**src/rtl/div_pipe_sat.sv**
```systemverilog
// div_pipe_sat: fully pipelined signed fixed-point divider, o = a / b.
// The quotient is truncated toward zero and clamped to [SAT_LO, SAT_HI].
// Divide by zero is flagged on o_dz and returns a signed clamp value.
// Structure: an input register (stage 0), NSTG restoring-division stages
// resolving R quotient bits each, and a registered sign/clamp stage.
// Latency is NSTG + 2 enabled cycles. i_en = 0 freezes every register.
module div_pipe_sat #(
    parameter int A_W = 8,
    parameter int B_W = 8,
    parameter int O_I_W = 4,
    parameter int O_F_W = 16,
    parameter int O_W = O_I_W + O_F_W,
    parameter int R = 2,
    parameter logic [O_W-1:0] SAT_HI = 20'h5ABD9,
    parameter logic [O_W-1:0] SAT_LO = 20'hA5426
) (
    input  logic           clk,
    input  logic           rst,
    input  logic           i_en,
    input  logic           i_valid,
    input  logic [A_W-1:0] a,
    input  logic [B_W-1:0] b,
    output logic           o_valid,
    output logic [O_W-1:0] o,
    output logic           o_sat,
    output logic           o_dz
);

    // Quotient magnitude width and the number of division stages.
    localparam int Q_W  = A_W + O_F_W;
    localparam int NSTG = (Q_W + R - 1) / R;
    // Comparison width: wide enough for the signed quotient and the clamps.
    localparam int CW   = (Q_W + 1 > O_W) ? Q_W + 1 : O_W;

    // Magnitudes of the operands. Unsigned widths keep -2^(W-1) representable.
    logic [A_W-1:0] abs_a;
    logic [B_W-1:0] abs_b;

    // Per-stage pipeline registers. Index 0 is the input register; index k
    // holds the result of division stage k. The remainder and divisor are not
    // needed after the last division stage, so those arrays stop at NSTG-1.
    // nq_r carries {unconsumed dividend bits, quotient bits so far}: each bit
    // step shifts one dividend bit out of the top and one quotient bit in.
    logic [B_W:0]   rem_r  [0:NSTG-1];
    logic [B_W-1:0] d_r    [0:NSTG-1];
    logic [Q_W-1:0] nq_r   [0:NSTG];
    logic           sign_r [0:NSTG];
    logic           sa_r   [0:NSTG];
    logic           dz_r   [0:NSTG];
    logic           az_r   [0:NSTG];
    logic           v_r    [0:NSTG];

    // Next-state values for the pipeline registers.
    logic [B_W:0]   rem_n  [0:NSTG-1];
    logic [B_W-1:0] d_n    [0:NSTG-1];
    logic [Q_W-1:0] nq_n   [0:NSTG];
    logic           sign_n [0:NSTG];
    logic           sa_n   [0:NSTG];
    logic           dz_n   [0:NSTG];
    logic           az_n   [0:NSTG];
    logic           v_n    [0:NSTG];

    // Working values of the bit-step chain inside one stage.
    logic [B_W:0]   rem_t;
    logic [B_W:0]   rem_sh;
    logic [Q_W-1:0] nq_t;

    // Final-stage signals.
    logic [CW-1:0]        q_mag;
    logic signed [CW-1:0] q_ext;
    logic signed [CW-1:0] hi_ext;
    logic signed [CW-1:0] lo_ext;
    logic [O_W-1:0]       o_n;
    logic                 sat_n;
    logic                 dz_out_n;

    assign abs_a = a[A_W-1] ? (~a + 1'b1) : a;
    assign abs_b = b[B_W-1] ? (~b + 1'b1) : b;

    // Stage 0 capture plus the R-bit restoring division steps of every stage.
    always_comb begin
        rem_n  = '{default: '0};
        d_n    = '{default: '0};
        nq_n   = '{default: '0};
        sign_n = '{default: 1'b0};
        sa_n   = '{default: 1'b0};
        dz_n   = '{default: 1'b0};
        az_n   = '{default: 1'b0};
        v_n    = '{default: 1'b0};
        rem_t  = '0;
        rem_sh = '0;
        nq_t   = '0;

        rem_n[0]  = '0;
        d_n[0]    = abs_b;
        nq_n[0]   = {abs_a, {O_F_W{1'b0}}};
        sign_n[0] = a[A_W-1] ^ b[B_W-1];
        sa_n[0]   = a[A_W-1];
        dz_n[0]   = (b == '0);
        az_n[0]   = (a == '0);
        v_n[0]    = i_valid;

        for (int k = 1; k <= NSTG; k++) begin
            rem_t = rem_r[k-1];
            nq_t  = nq_r[k-1];
            for (int j = 0; j < R; j++) begin
                // Bit positions past Q_W (partial last stage) are skipped.
                if ((k - 1) * R + j < Q_W) begin
                    rem_sh = {rem_t[B_W-1:0], nq_t[Q_W-1]};
                    nq_t   = {nq_t[Q_W-2:0], 1'b0};
                    if (rem_sh >= {1'b0, d_r[k-1]}) begin
                        rem_t   = rem_sh - {1'b0, d_r[k-1]};
                        nq_t[0] = 1'b1;
                    end else begin
                        rem_t = rem_sh;
                    end
                end
            end
            if (k < NSTG) begin
                rem_n[k] = rem_t;
                d_n[k]   = d_r[k-1];
            end
            nq_n[k]   = nq_t;
            sign_n[k] = sign_r[k-1];
            sa_n[k]   = sa_r[k-1];
            dz_n[k]   = dz_r[k-1];
            az_n[k]   = az_r[k-1];
            v_n[k]    = v_r[k-1];
        end
    end

    // Data registers: no reset needed, they are qualified by the valid chain.
    always_ff @(posedge clk) begin
        if (i_en) begin
            rem_r  <= rem_n;
            d_r    <= d_n;
            nq_r   <= nq_n;
            sign_r <= sign_n;
            sa_r   <= sa_n;
            dz_r   <= dz_n;
            az_r   <= az_n;
        end
    end

    // Valid chain: reset flushes in-flight operations, and wins over a stall.
    always_ff @(posedge clk) begin
        if (rst) begin
            v_r <= '{default: 1'b0};
        end else if (i_en) begin
            v_r <= v_n;
        end
    end

    // Sign application, divide-by-zero handling and clamping of the quotient.
    always_comb begin
        q_mag    = CW'({1'b0, nq_r[NSTG]});
        q_ext    = sign_r[NSTG] ? -$signed(q_mag) : $signed(q_mag);
        hi_ext   = CW'($signed(SAT_HI));
        lo_ext   = CW'($signed(SAT_LO));
        o_n      = q_ext[O_W-1:0];
        sat_n    = 1'b0;
        dz_out_n = 1'b0;

        if (dz_r[NSTG]) begin
            dz_out_n = 1'b1;
            if (az_r[NSTG]) begin
                o_n = '0;
            end else begin
                // Only the dividend's sign picks the direction: b = 0 has none.
                o_n = sa_r[NSTG] ? SAT_LO : SAT_HI;
            end
        end else if (q_ext > hi_ext) begin
            o_n   = SAT_HI;
            sat_n = 1'b1;
        end else if (q_ext < lo_ext) begin
            o_n   = SAT_LO;
            sat_n = 1'b1;
        end
    end

    // Output register: holds through stalls, cleared by reset.
    always_ff @(posedge clk) begin
        if (rst) begin
            o_valid <= 1'b0;
            o       <= '0;
            o_sat   <= 1'b0;
            o_dz    <= 1'b0;
        end else if (i_en) begin
            o_valid <= v_r[NSTG];
            o       <= o_n;
            o_sat   <= sat_n;
            o_dz    <= dz_out_n;
        end
    end

endmodule

```
**config.mk**
```make
export PLATFORM = sky130hd
export DESIGN_NAME = div_pipe_sat
export DESIGN_NICKNAME = d
export VERILOG_FILES = /design/src/rtl/div_pipe_sat.sv
export SDC_FILE = /design/constraint.sdc
export NUM_CORES = 1
export LEC_CHECK = 0
export ABC_AREA = 1
export CAP_MARGIN = 5
export CORE_ASPECT_RATIO = 0.7
export CORE_MARGIN = 4
export CORE_UTILIZATION = 25
export CTS_BUF_LIST = sky130_fd_sc_hd__clkbuf_4
export DETAILED_ROUTE_END_ITERATION = 16
export GPL_TIMING_DRIVEN = 1
export PLACE_DENSITY = 0.38
export SETUP_SLACK_MARGIN = 0.1
export SLEW_MARGIN = 20
export SYNTH_ARGS = -nofsm -noshare
export SYNTH_HDL_FRONTEND = slang
export SYNTH_SLANG_ARGS = --single-unit
```
**constraint.sdc**
```tcl
create_clock -name clk -period 7.2 [get_ports clk]
set_clock_uncertainty 0.1 [all_clocks]
set_input_delay 1.44 -clock clk [delete_from_list [all_inputs] [get_ports clk]]
set_output_delay 1.44 -clock clk [all_outputs]
set_load 0.01 [all_outputs]
```
==> results.yml <==
finish:
  drive_gt1_share_pct: 10.1
  area_delta_synth_final_pct: 13.6
  nets: 2710
  final_cells: 3823
  nFillCells: 9919
yosys:
  ys_top_cells_by_area: "edfxtp_1 51%, ha_1 9.4%, nand2_1 6.7%"
  ys_top_cells_by_count: "428 x nand2_1, 412 x edfxtp_1, 290 x inv_1"
  synth_top_area_cell: "edfxtp_1"
  synth-main-ff-cell: "edfxtp_1"
  netlist_area_um2: 24100
  postSynthAreaPerCell_um2: 10.2
  synth_fp_nets: 2584
  synthArstFlopShare_pct: 0
  ys_seq_area_share_pct: 54.4
  synth_seq_cells: 448
  ys_warn_count: 0
  synth_most_common_cell: "nand2_1"
  synthDistinctLibCells: 54
  synth_top_area_share_pct: 51.4
  synth_edf_count: 412
  synthCells: 2368
worst_setup_path:
  cpMaxStageDelayCell: "edfxtp_1"
  critPathKind: "reg -> reg"
  crit_path_end_kind: "flop"
  path_depth: 26
  worstRegToRegCells: 26
  crit_top_cell: "nand2_1"
  start_kind: "flop"
  crit_required_ps: 7730
  cp_max_fo: 13
  worst-path-buf-inv: 3
  slowest_delay_ps: 470
  r2r_setup_slack_ps: 2060
  crit_arrival_ps: 5680
  crit_family: "compound AO/OA/AOI/OAI gates"
floorplan:
  rows: 94
  start_util_pct: 25.4
  fp.dieH_um: 268
  ios: 43
  core_area_um2: 94800
  dieArea_um2: 101000
  die_x_um: 379
sta:
  timing.final.crit_share_pct: 71.4
  slew_headroom_pct: 34.5
  tightestPinTransition_ps: 982
  hold_viol: 0
  rsz0062_at_grt: "no"
  setup_viol: 0
  finalMaxSlewViolations: 0
  fmax_ghz: 0.194
  holdWs_ps: 302
  timing.final.crit_period_ps: 5140
  setup_tns_ps: 0
drt:
  drt-initial-drc-count: 1132
  antenna_left: 0
  drc: 0
  dr_total_vias: 16544
  routed_wl_um: 53500
  vias_per_cell: 4.33
  detailedRoute.firstPassIterationCount: 7
  routedWlPerCell_um: 14.0
clocking:
  ctsResizeCount: 0
  cts_sinks: 448
  cts_tree: "yes"
  clkLatencyLatePin_ps: 960
  clk_pin_slew_ps: 70
  cts_buffer_depth: 3
  h-tree-depth: 3
  root_buffer: "clkbuf_4"
  ctsHoldBuffers: 0
  post_cts_buffers: 0
  cts_buffers: 116
global_route:
  antenna_found_initial: 3
  grt_max_degree: 98
  first_global_vias: 16199
  grt_pass1_wl_um: 86200
  grt_overflow: 0
  grt_use_total_pct: 10.6
min_path:
  min_path_cells: 0
  min_path_type: "reg -> reg"
power_and_ir_drop:
  p_leak_uw: 0.0112
  power_density_nw_per_um2: 416
  ir_drop_uv: 166
placed_design:
  placed_cells: 3624
  gp_congestion: 0.803
  portBuffers: 42
  dp_hpwl_um: 39300
run_status:
  outcome: "complete, no violations"
job:
  drv_cap: 0
state kept, by name, summed over array words and instances (netlist names), 12 cells and up:
signal	cells
nq_n	144
rem_r	88
v_n	12
o	20
az_n	12
nq_r	32
d_n	88
dz_n	12
sign_n	12
sa_n	12
cell usage in the layout (no fill, tap or decap), types with 20 or more instances in the layout:
| master | synthesis | final |
|---|---|---|
| a21oi_1 | 175 | 175 |
| clkbuf_4 | 0 | 166 |
| clkdlybuf4s50_1 | 0 | 41 |
| dfxtp_1 | 36 | 36 |
| edfxtp_1 | 412 | 412 |
| ha_1 | 181 | 181 |
| inv_1 | 290 | 290 |
| nand2_1 | 428 | 428 |
| nand3_1 | 63 | 63 |
| nand4_1 | 35 | 35 |
| nor2_1 | 190 | 190 |
| nor3_1 | 21 | 21 |
| o21ai_0 | 160 | 160 |
| o21ai_1 | 28 | 28 |
| o21bai_1 | 20 | 20 |
| xnor2_1 | 63 | 63 |
| xor2_1 | 76 | 76 |
final timing paths:
kind	end	start
setup reg to reg	rem_r[56]$_DFFE_PP_	d_n[49]$_DFFE_PP_
setup / recovery	rem_r[56]$_DFFE_PP_	d_n[49]$_DFFE_PP_
hold / removal	nq_r[16]$_DFFE_PP_	nq_n[16]$_DFFE_PP_
hold reg to reg	nq_r[16]$_DFFE_PP_	nq_n[16]$_DFFE_PP_
where the power goes:
part	leakage, uW	total [uW]	switching [uW]	internal (uW)
logic	0.00604	5340	3280	2060
registers	0.00432	3890	242	3640
clock network	0.000849	2160	1040	1120
total	0.0112	11400	4560	6820
cell type report:
cell class	count	area, um2	share of cell area (%)
diodes	8	20.0	0.0732
clock buffers	166	1250	4.56
clock inverters	25	165	0.604
inverters	306	1150	4.20
multi-input cells	1574	9640	35.3
flip-flops and latches	448	13100	47.9
well taps	1248	1560	5.71
repair buffers	48	470	1.72
logic make-up (layout without fill, tap and decap cells):
| logic type | count (synthesis) | after routing | synth area share [%] |
|---|---|---|---|
| buffers and inverters | 346 | 545 | 5.63 |
| XOR/XNOR | 139 | 139 | 5.06 |
| adder cells (fa/ha/maj) | 196 | 196 | 10.7 |
| multiplexers | 3 | 3 | 0.140 |
| AO/OA/AOI/OAI | 433 | 433 | 9.89 |
| AND/OR/NAND/NOR | 803 | 803 | 14.2 |
| flip-flops | 448 | 448 | 54.4 |
| other | 0 | 8 | 0 |
routing by layer:
layer | GRT usage [%] | wire [um]
met3 | 2.40 | 2780
met2 | 14.1 | 20400
met5 | 0 | 0
met1 | 16.3 | 29300
met4 | 3.87 | 971
worst reg2reg max path, stage by stage, from the launching register on:
cell and delay [ps]:
edfxtp_1 470, inv_1 170, ha_1 270, nand3_1 90, nand2_1 90, a21oi_1 170, nor2_1 60, nor2_1 160
nor2_1 60, o21ai_0 190, nand2_1 100, nand2_1 100, nand3_1 370, o21ai_1 330, ha_1 350, a21oi_1 170
nand2_1 110, a21oi_1 170, o21bai_1 120, nand2_1 70, nand2_1 60, a21oi_1 210, inv_1 60, a211oi_1 200
nand2_1 160, inv_1 310, o21ai_0 160
through the flow:
| stage | power, uW | instance area (um2) | utilization [%] | worst slack, ps |
|---|---|---|---|---|
| finish | 11400 | 27300 | 28.8 | 2060 |
| global route | 12500 | 27300 | 28.8 | 1420 |
| CTS | 11500 | 27300 | 28.8 | 2080 |
| detailed placement | 9260 | 25900 | 27.3 | 2130 |
| global placement | 9210 | 25900 | 27.3 | 2130 |
| floorplan | 8070 | 24100 | - | 3120 |
(Power assumes the default switching activity.)
